## config.mk

```make
export PLATFORM = sky130hd
export DESIGN_NAME = phy_rx_demux
export DESIGN_NICKNAME = d
export VERILOG_FILES = /design/src/rtl/phy_pkg.sv /design/src/rtl/phy_rx_sync.sv /design/src/rtl/phy_rx_demux.sv
export SDC_FILE = /design/constraint.sdc
export NUM_CORES = 1
export LEC_CHECK = 0
export ABC_CLOCK_PERIOD_IN_PS = 1800
export BUFFER_PORTS_ARGS = -buffer_cell sky130_fd_sc_hd__buf_4
export CAP_MARGIN = 10
export CORE_MARGIN = 1
export CORE_UTILIZATION = 25
export CTS_CLUSTER_DIAMETER = 150
export DETAILED_ROUTE_END_ITERATION = 7
export SYNTH_ARGS = -nofsm -noshare
export SYNTH_HDL_FRONTEND = slang
export SYNTH_SLANG_ARGS = --single-unit
```

## constraint.sdc

```tcl
create_clock -name clk -period 1.8 [get_ports clk]
set_input_delay 0.27 -clock clk [delete_from_list [all_inputs] [get_ports clk]]
set_output_delay 0.27 -clock clk [all_outputs]
set_load 0.03 [all_outputs]
```

## src/rtl/phy_pkg.sv

```systemverilog
// phy_pkg: shared sync symbol, lane count and rx alignment state encoding
package phy_pkg;
  localparam logic [7:0] SYNC_BYTE_DEF = 8'hBC;
  localparam int NUM_LANES = 4;
  typedef enum logic {SEARCH = 1'b0, LOCKED = 1'b1} state_t;
endpackage

```

## src/rtl/phy_rx_sync.sv

```systemverilog
// phy_rx_sync: sync-byte training FSM; ports clk, reset_L, data_in, valid_in, resync -> slot, locked
module phy_rx_sync
  import phy_pkg::*;
#(
  parameter logic [7:0] SYNC_BYTE  = SYNC_BYTE_DEF,
  parameter int         SYNC_COUNT = 4
) (
  input  logic       clk,
  input  logic       reset_L,
  input  logic [7:0] data_in,
  input  logic       valid_in,
  input  logic       resync,
  output logic [1:0] slot,
  output logic       locked
);
  localparam int CW = $clog2(SYNC_COUNT + 1);
  state_t state;
  logic [CW-1:0] sync_cnt;
  logic hit, last;
  assign hit = valid_in && data_in == SYNC_BYTE;
  assign last = int'(sync_cnt) + 1 == SYNC_COUNT;
  assign locked = state == LOCKED;
  always_ff @(posedge clk)
    if (!reset_L || resync) begin
      state <= SEARCH;
      sync_cnt <= '0;
      slot <= '0;
    end else if (state == SEARCH) begin
      slot <= '0;
      sync_cnt <= (hit && !last) ? sync_cnt + 1'b1 : '0;
      if (hit && last) state <= LOCKED;
    end else slot <= slot + 2'd1;
endmodule

```

## src/rtl/phy_rx_demux.sv

```systemverilog
// phy_rx_demux: 4-slot byte deserializer; ports clk, reset_L, data_in, valid_in, resync -> data_out_0..3, valid_out_0..3, active
module phy_rx_demux
  import phy_pkg::*;
#(
  parameter logic [7:0] SYNC_BYTE  = SYNC_BYTE_DEF,
  parameter int         SYNC_COUNT = 4
) (
  input  logic       clk,
  input  logic       reset_L,
  input  logic [7:0] data_in,
  input  logic       valid_in,
  input  logic       resync,
  output logic [7:0] data_out_0,
  output logic [7:0] data_out_1,
  output logic [7:0] data_out_2,
  output logic [7:0] data_out_3,
  output logic       valid_out_0,
  output logic       valid_out_1,
  output logic       valid_out_2,
  output logic       valid_out_3,
  output logic       active
);
  logic [1:0] slot;
  logic locked, idle, emit;
  logic [7:0] buf_data [NUM_LANES-1];
  logic [NUM_LANES-2:0] buf_valid;
  logic [7:0] fd [NUM_LANES];
  logic [NUM_LANES-1:0] fv;
  logic [7:0] dout [NUM_LANES];
  logic [NUM_LANES-1:0] vout;
  phy_rx_sync #(.SYNC_BYTE(SYNC_BYTE), .SYNC_COUNT(SYNC_COUNT)) u_sync (
    .clk(clk), .reset_L(reset_L), .data_in(data_in), .valid_in(valid_in),
    .resync(resync), .slot(slot), .locked(locked)
  );
  assign fd = '{buf_data[0], buf_data[1], buf_data[2], data_in};
  assign fv = {valid_in, buf_valid};
  always_comb begin
    idle = &fv;
    for (int k = 0; k < NUM_LANES; k++) idle = idle && fd[k] == SYNC_BYTE;
  end
  assign emit = locked && !resync && slot == 2'd3 && |fv && !idle;
  always_ff @(posedge clk)
    if (!reset_L) begin
      buf_data <= '{default: '0};
      buf_valid <= '0;
      dout <= '{default: '0};
      vout <= '0;
    end else begin
      vout <= emit ? fv : '0;
      for (int k = 0; k < NUM_LANES; k++) if (emit && fv[k]) dout[k] <= fd[k];
      if (locked && !resync && slot != 2'd3) begin
        if (valid_in) buf_data[slot] <= data_in;
        buf_valid[slot] <= valid_in;
      end
    end
  assign {data_out_3, data_out_2, data_out_1, data_out_0} = {dout[3], dout[2], dout[1], dout[0]};
  assign {valid_out_3, valid_out_2, valid_out_1, valid_out_0} = vout;
  assign active = locked;
endmodule

```

Word level (Yosys, flattened, before mapping)
Cells that the tools add are included.
{"block": "word_totals", "ff_bits": 69, "in_bits": 12, "output_inout_bits": 37, "wordCells": 65}
{"block": "classes", "n_addsub": 3, "order_cmp": 4, "n_eq_ne": 7, "n_mux": 9, "n_bitwise": 2, "n_reduce_logical": 28}
{"op": "== test 32 x 4 -> 1 bit (second input constant)", "count": 1}
{"op": "== test 8 bit (second input constant)", "count": 4}
{"op": "bitwise mux 24 bit", "count": 1}
{"op": "logical AND 1 bit", "count": 18}
{"op": "demux 8 bit (select 2 bit)", "count": 1}
{"op": "2-to-1 mux 8 bit", "count": 1}
{"op": "adder 3 x 1 -> 4 bit (second input constant)", "count": 1}
{"op": "logical NOT 1 bit", "count": 4}
{"op": "AND reduction 2 bit", "count": 2}
{"op": "AND reduction 4 bit", "count": 1}
{"op": "OR reduction 4 bit", "count": 1}
{"op": "adder 3 x 1 -> 3 bit (second input constant)", "count": 1}
{"op": "bitwise mux 3 bit", "count": 1}
{"op": ">= comparator 3 bit (second input constant)", "count": 1}
{"op": "less-than comparator 2 x 3 -> 1 bit (second input constant)", "count": 1}
{"op": "less-than comparator 3 x 1 -> 1 bit (second input constant)", "count": 1}
{"op": "2-to-1 mux 1 bit", "count": 3}
{"op": "2-to-1 mux 3 bit", "count": 1}
{"op": "inverter 2 -> 3 bit", "count": 1}
{"op": "adder 2 x 1 -> 2 bit (second input constant)", "count": 1}
{"op": "demux 1 bit (select 2 bit)", "count": 1}
{"op": "== test 2 bit (second input constant)", "count": 1}
{"op": ">= comparator 2 x 1 -> 1 bit (second input constant)", "count": 1}
{"op": "!= test 2 bit (second input constant)", "count": 1}
{"op": "other kinds (3)", "count": 3}

Depth between registers and ports, before layout
Gate-level depths: netlist of the first run.
{"block": "depth", "ltp_word": 8, "depth_mapped": 6, "ltp_nobuf": 5}

By module
Synthesis of the first run repeated with hierarchy kept, for this count alone.
{"block": "unflattened", "cells_unflattened": 299, "hier_area_um2": 2939.1}
{"module": "phy_rx_demux", "n_inst": 1, "cells_per_inst": 262, "area_each_um2": 2601.2, "seq_area_each_um2": 1261.2}
{"module": "phy_rx_sync", "n_inst": 1, "cells_per_inst": 37, "area_each_um2": 337.8, "seq_area_each_um2": 120.1}

Worst setup path after synthesis of the first run
No wires, ideal clock.
{"block": "synth_timing", "path_kind": "reg2reg", "startpoint": "reg u_sync.state, in the netlist u_sync.locked", "endpoint": "reg dout, in the netlist data_out_0[0]", "setup_time_ns": 0.072, "arrival_ns": 1.597, "required_ns": 1.728, "slack_ns": 0.131, "stages_incl_launch_ff": 7, "path_buffers": 2, "period_less_slack_ns": 1.669, "path_cell_list": "dfxtp_1 clkbuf_1 nor2b_1 nand3_1 a31oi_1 buf_6 mux2i_1"}
{"block": "synth_via", "elab_chain_len": 5}
{"item": "from (decl)", "line_no": "phy_rx_sync.sv:17", "text": "state_t state;"}
{"item": "from (signal assigned)", "line_no": "phy_rx_sync.sv:25", "text": "state <= SEARCH;"}
{"item": "from (signal assigned)", "line_no": "phy_rx_sync.sv:31", "text": "if (hit && last) state <= LOCKED;"}
{"item": "logical AND 1 bit (4 in a row)", "line_no": "phy_rx_demux.sv:41", "text": "assign emit = locked && !resync && slot == 2'd3 && |fv && !idle;"}
{"item": "logical AND 1 bit", "line_no": "phy_rx_demux.sv:50", "text": "for (int k = 0; k < NUM_LANES; k++) if (emit && fv[k]) dout[k] <= fd[k];"}
{"item": "to (signal assigned)", "line_no": "phy_rx_demux.sv:46", "text": "dout <= '{default: '0};"}
{"item": "to (decl)", "line_no": "phy_rx_demux.sv:29", "text": "logic [7:0] dout [NUM_LANES];"}
No other way between the ends.
A chain may end at the register's enable or synchronous reset.

Worst setup path after layout of the first run
{"block": "layout_timing", "startpoint": "reg buf_data[14] (netlist bit)", "endpoint": "reg vout[3]"}
{"block": "layout_via", "elab_chain_len": 7}
{"item": "from (decl)", "line_no": "phy_rx_demux.sv:25", "text": "logic [7:0] buf_data [NUM_LANES-1];"}
{"item": "from (signal, indexed assignment)", "line_no": "phy_rx_demux.sv:52", "text": "if (valid_in) buf_data[slot] <= data_in;"}
{"item": "== test 8 bit", "line_no": "phy_rx_demux.sv:39", "text": "for (int k = 0; k < NUM_LANES; k++) idle = idle && fd[k] == SYNC_BYTE;"}
{"item": "logical AND 1 bit (3 in a row)", "line_no": "phy_rx_demux.sv:39"}
{"item": "logical NOT 1 bit", "line_no": "phy_rx_demux.sv:41"}
{"item": "logical AND 1 bit", "line_no": "phy_rx_demux.sv:41"}
{"item": "AND reduction 2 bit (no line)"}
{"item": "to (signal assigned)", "line_no": "phy_rx_demux.sv:49", "text": "vout <= emit ? fv : '0;"}
{"item": "to (decl)", "line_no": "phy_rx_demux.sv:30", "text": "logic [NUM_LANES-1:0] vout;"}
No other way between the ends.

==> impl_metrics.py, run 1 <==
metrics = {
    "status": {
        "status": "finished clean",
    },
    "critical_path": {
        "required_ns": 2.02,
        "worst_setup_path_end_kind": "flop",
        "startpoint_type": "flop",
        "rrSetupSlack_ns": 0.09,
        "startpoint": "buf_data[14]",
        "reg2reg_from": "buf_data[14]",
        "crit_path_max_fanout": 9,
        "critPathArrivalTime_ns": 1.93,
        "worst-r2r-cell-count": 5,
        "r2r-end": "vout[3]",
        "path_class": "flop to flop",
    },
    "grt": {
        "grt_overflow": 0,
        "grt_pass1_wl_um": 10820,
        "grt_max_degree": 44,
        "antenna_found_initial": 0,
        "grt_pass1_vias": 2135,
        "grt_use_total": 0.1230,
    },
    "sta": {
        "hold_viol": 0,
        "rsz0062_at_grt": "false",
        "skew_ns": 0.006120,
        "period_share": 0.9495,
        "maxSlewHeadroom": 0.7635,
        "slew_violations": 0,
        "fmax_mhz": 585.1,
        "period_needed_ns": 1.709,
        "worst_pin_slew_ns": 0.3532,
        "fin_tns_setup_ns": 0,
        "setup_viol": 0,
    },
    "yosys": {
        "yosys_warnings": 0,
        "synth_nets": 312,
        "ys_types": 26,
        "syn_area_per_cell_um2": 9.759,
        "synth.cell_area_mm2": 0.002879,
        "ys_seq_area_frac": 0.4798,
        "ys_ff_latch": 69,
        "syn-instance-count": 295,
    },
    "finish": {
        "diodes": 0,
        "final_cell_mix": "74 x nand2_1, 69 x dfxtp_1, 58 x buf_4",
        "fin_nets": 363,
        "seqCellArea_mm2": 0.001381,
        "multiInputGateArea_mm2": 0.001378,
        "fin_cells": 491,
        "n_fill_cell": 1130,
        "final_common_cell": "nand2_1",
        "layout-drive-gt1-share": 0.2279,
        "syn_to_final_growth_pct": 30.86,
    },
    "floorplanning": {
        "row_count": 38,
        "core_mm2": 0.01103,
        "ioPinCount": 49,
        "fp.dieW_um": 109.3,
        "die_area_mm2": 0.01195,
        "initial_core_util": 0.2610,
        "die_h_um": 109.3,
    },
    "pwr": {
        "switching_share": 0.1892,
        "p_sw_mw": 0.7118,
        "pwr-share-seq": 0.406,
        "pwr-share-comb": 0.026,
        "power.clock.fraction": 0.568,
        "ir_worst_vdd_v": 0.0004533,
        "power_density_mw_per_mm2": 998.5,
        "leakage_nw": 1.544,
        "internal-power_mw": 3.050,
    },
    "place": {
        "port_buffers": 48,
        "globalplace.congestion": 0.7635,
        "dpl.hpwl_um": 4636,
        "placed_cells": 475,
    },
    "route": {
        "drt_iter0_drc": 67,
        "routed_wirelength_um": 6678,
        "drc": 0,
        "viasPerCell": 4.401,
        "antenna_left": 0,
        "wl_per_cell_um": 13.60,
        "drtPass1Iterations": 4,
        "via_count": 2161,
    },
    "cts": {
        "cts-root-buf": "clkbuf_16",
        "clock_latency_ns": 0.33,
        "cts_tree": "yes",
        "cts_setup_buffers": 0,
        "clkSlewWorstSetupHoldPaths_ns": 0.06,
        "cts_buffers": 9,
        "clockBufferDepth": 2,
        "htree_levels": 3,
        "cts_resized": 0,
        "cts.sinks": 69,
        "postCtsHoldBufs": 0,
    },
    "worst_hold_path": {
        "min_from": "data_in[7]",
        "min_path_type": "primary input to flop",
        "hold_depth": 3,
        "hold_end": "data_out_3[7]",
    },
    "flow_run": {
        "drv_cap": 0,
    },
}
## Yosys cell counts
cell type / count / share of area
nand3_1: 9 / 0.016
dfxtp_1: 69 / 0.48
and2_1: 4 / 0.0087
nand2_1: 74 / 0.096
mux2i_1: 56 / 0.19
nor2_1: 2 / 0.0026
nand4_1: 1 / 0.0022
a21boi_0: 3 / 0.0078
nand4b_1: 4 / 0.012
inv_1: 4 / 0.0052
buf_6: 4 / 0.016
clkbuf_1: 12 / 0.016
nor3_1: 1 / 0.0017
nand4bb_1: 2 / 0.0078
nor4_4: 2 / 0.015
and3_1: 1 / 0.0022
nor3_2: 1 / 0.0035
a31oi_1: 5 / 0.011
nor2b_1: 25 / 0.054
or4b_4: 1 / 0.0048
a21oi_1: 3 / 0.0052
nor3b_1: 1 / 0.0026
buf_2: 3 / 0.0052
nor3b_2: 1 / 0.0043
nand2b_1: 2 / 0.0043
ha_1: 5 / 0.022
## worst max path at each step
| stage | slack (ns) | depth (start not counted) | to |
|---|---|---|---|
| global route | 0.005 | 6 | buf_data[10] |
| finish | 0.09 | 5 | vout[3] |
| CTS | 0.08 | 5 | vout[0] |
| detailed placement | 0.10 | 5 | vout[0] |
| global placement | 0.11 | 5 | vout[2] |
| floorplan | 0.13 | 6 | data_out_0[0] |
## power groups by stage
stage / Combinational [mW] / Clock [mW] / Sequential (mW)
floorplan: 0.0444 / 0 / 1.56
global placement: 0.0979 / 0 / 1.56
detailed placement: 0.0985 / 0 / 1.56
CTS: 0.0985 / 2.18 / 1.53
global route: 0.106 / 2.26 / 1.53
finish: 0.0978 / 2.14 / 1.53
## metrics by stage
step | area, µm² | util | total power [mW] | worst slack, ns | hold slack (ns)
after floorplan | 2879 | - | 1.605 | 0.1312 | 0.4122
after global placement | 3405 | 0.3086 | 1.659 | 0.1113 | 0.4510
after detailed placement | 3405 | 0.3086 | 1.659 | 0.1002 | 0.4476
after CTS | 3767 | 0.3415 | 3.803 | 0.08357 | 0.2377
after global routing | 3767 | 0.3415 | 3.887 | 0.004756 | 0.2410
final | 3767 | 0.3415 | 3.762 | 0.09094 | 0.2467
## state kept, by name, summed over array words and instances (netlist names)
signal and count:
data_out_3 8, data_out_2 8, u_sync.sync_cnt 3, data_out_0 8, buf_data 24, buf_valid 3, u_sync.locked 1, vout 4
u_sync.slot 2, data_out_1 8
## area by class of cell
class                   instances  area share
repair buffers                 59      0.1209
multi-input cells             203      0.3657
clock inverters                 7     0.03653
clock buffers                   9     0.05978
well taps                     140     0.04650
flip-flops and latches         69      0.3667
inverters                       4    0.003985
## per-layer routing
metal	wire, µm	global-route usage	up-vias
met1	3107	0.1550	1010
met4	158	0.06667	0
li1	-	-	1087
met5	0	0	-
met3	404	0.03497	14
met2	3008	0.1891	50
## worst max-delay path, stage by stage (launching register included)
cell	delay, ns
dfxtp_1	0.32
or4b_4	0.55
nor4_4	0.23
a31oi_1	0.13
buf_4	0.21
and2_1	0.16
## logic make-up (layout without fill, tap and decap cells)
kind of cell / after synthesis / in the layout / synth area share
buf+inv: 23 / 79 / 0.04172
simple gates: 131 / 131 / 0.2382
compound gates: 11 / 11 / 0.02390
fa+ha+maj: 5 / 5 / 0.02173
flops: 69 / 69 / 0.4798
mux: 56 / 56 / 0.1947
Note: power is estimated with default switching activity, not from simulation.
==> run 2, diff against run 1 <==
--- a/config.mk
+++ b/config.mk
@@ -5,7 +5,7 @@
 export SDC_FILE = /design/constraint.sdc
 export NUM_CORES = 1
 export LEC_CHECK = 0
-export ABC_CLOCK_PERIOD_IN_PS = 1800
+export ABC_CLOCK_PERIOD_IN_PS = 1400
 export BUFFER_PORTS_ARGS = -buffer_cell sky130_fd_sc_hd__buf_4
 export CAP_MARGIN = 10
 export CORE_MARGIN = 1
==> constraint.sdc (replaced) <==
create_clock -name clk -period 1.4 [get_ports clk]
set_input_delay 0.21 -clock clk [delete_from_list [all_inputs] [get_ports clk]]
set_output_delay 0.21 -clock clk [all_outputs]
set_load 0.03 [all_outputs]
==> impl_metrics.py, run 2 (synthesis results as in run 1) <==
metrics = {
    "critical_path": {
        "rrSetupSlack_ns": -0.32,
        "path_class": "flop to flop",
        "startpoint_type": "flop",
        "worst_setup_path_end_kind": "flop",
        "startpoint": "buf_data[14]",
        "r2r-end": "data_out_3[6]",
        "reg2reg_from": "buf_data[14]",
        "crit_path_max_fanout": 8,
        "worst-r2r-cell-count": 5,
        "required_ns": 1.61,
        "critPathArrivalTime_ns": 1.94,
    },
    "pwr": {
        "internal-power_mw": 3.302,
        "p_sw_mw": 0.8945,
        "pwr-share-comb": 0.036,
        "switching_share": 0.2131,
        "p_total_mw": 4.197,
        "pwr-share-seq": 0.468,
        "power.clock.fraction": 0.497,
        "power_density_mw_per_mm2": 1038,
        "ir_worst_vdd_v": 0.0005633,
        "leakage_nw": 1.726,
    },
    "cts": {
        "clock_latency_ns": 0.33,
        "clkSlewWorstSetupHoldPaths_ns": 0.05,
        "cts-root-buf": "clkbuf_16",
        "cts_buffers": 9,
        "cts.sinks": 69,
        "htree_levels": 3,
        "postCtsHoldBufs": 0,
        "cts_tree": "yes",
        "clockBufferDepth": 2,
    },
    "sta": {
        "worst_pin_slew_ns": 0.4453,
        "fmax_mhz": 579.9,
        "holdWs_ns": 0.2538,
        "skew_ns": 0.004855,
        "fin_tns_setup_ns": -11.16,
        "hold_viol": 0,
        "period_needed_ns": 1.724,
        "period_share": 1.232,
        "setup_viol": 55,
        "maxSlewHeadroom": 0.7009,
        "rsz0062_at_grt": "true",
        "slew_violations": 0,
        "finalWorstSetupSlack_ns": -0.3243,
    },
    "floorplanning": {
        "initial_core_util": 0.2610,
        "core_mm2": 0.01103,
        "fp.dieW_um": 109.3,
        "row_count": 38,
        "ioPinCount": 49,
        "die_h_um": 109.3,
        "die_area_mm2": 0.01195,
    },
    "finish": {
        "finish.utilization": 0.3666,
        "fin_cells": 530,
        "layout-drive-gt1-share": 0.3282,
        "largest_reg_flops": 24,
        "top_register": "buf_data",
        "syn_to_final_growth_pct": 40.46,
        "n_fill_cell": 1129,
        "final_common_cell": "buf_4",
        "fin_area_mm2": 0.004044,
        "final_cell_mix": "93 x buf_4, 74 x nand2_1, 65 x dfxtp_1",
        "fin_nets": 403,
        "diodes": 0,
    },
    "place": {
        "globalplace.congestion": 0.7812,
        "pre_cts_ws_ns": -0.3020,
        "port_buffers": 48,
        "placed_cells": 512,
        "dpl.hpwl_um": 5122,
        "placed_area_mm2": 0.003697,
    },
    "worst_hold_path": {
        "hold_depth": 3,
        "hold_end": "data_out_2[1]",
        "min_path_type": "primary input to flop",
        "min_from": "reset_L",
    },
    "route": {
        "drt_iter0_drc": 63,
        "drtPass1Iterations": 4,
        "wl_per_cell_um": 13.43,
        "viasPerCell": 4.357,
        "via_count": 2309,
        "antenna_left": 0,
        "routed_wirelength_um": 7119,
        "drc": 0,
    },
    "grt": {
        "grt_pass1_wl_um": 11390,
        "grt_max_degree": 43,
        "grt_overflow": 0,
        "antenna_found_initial": 0,
        "grt_pass1_vias": 2218,
        "grt_use_total": 0.1295,
    },
    "status": {
        "status": "complete, but fails checks",
        "violations": "negative setup slack",
    },
    "flow_run": {
        "drv_cap": 0,
    },
}
-- run 2: what timing repair did --
| item | 4_1_cts | 5_1_grt |
|---|---|---|
| gates resized for setup | 7 | 7 |
| setup buffers | 2 | 0 |
| pin swaps | 7 | 4 |
| gates cloned | 1 | 0 |
| setup endpoints to repair | 60 | 60 |
-- run 2: worst max-delay path by stage --
stage,to,slack [ns],cells past startpoint
CTS,data_out_3[6],-0.31,5
detailed placement,data_out_3[6],-0.30,5
floorplan,vout[0],-0.18,5
global placement,vout[2],-0.29,5
finish,data_out_3[6],-0.32,5
global route,data_out_0[0],-0.39,5
-- run 2: power groups by stage --
stage,sequential (mW),clock [mW],combinational (mW)
finish,1.96,2.08,0.151
floorplan,2.00,0,0.0571
global placement,2.00,0,0.149
detailed placement,2.00,0,0.151
CTS,1.96,2.14,0.152
global route,1.96,2.23,0.162
-- run 2: cell type report --
type                       count  area [µm²]  share of cell area
tap                          140       175.2             0.04332
sequential                    69        1389              0.3434
clock buffer                  11       252.7             0.06250
timing repair buffer          99       774.5              0.1915
multi-input combinational    203        1414              0.3496
clock inverter                 4       23.77            0.005879
inverter                       4       15.01            0.003713
-- run 2: worst max-delay path, stage by stage, from the launching register on --
cell and delay, ns:
dfxtp_2 0.32, or4b_4 0.54, nor4_4 0.24, a31oi_1 0.16, buf_4 0.22, mux2i_1 0.13
-- run 2: layer usage --
metal | wire length (µm) | vias to the layer above | global-route usage | share of wire
met5 | 0 | - | 0 | 0
met4 | 91 | 0 | 0.04857 | 0.013
met3 | 436 | 8 | 0.03794 | 0.061
met2 | 3211 | 59 | 0.1990 | 0.45
met1 | 3379 | 1079 | 0.1709 | 0.47
li1 | - | 1163 | - | -
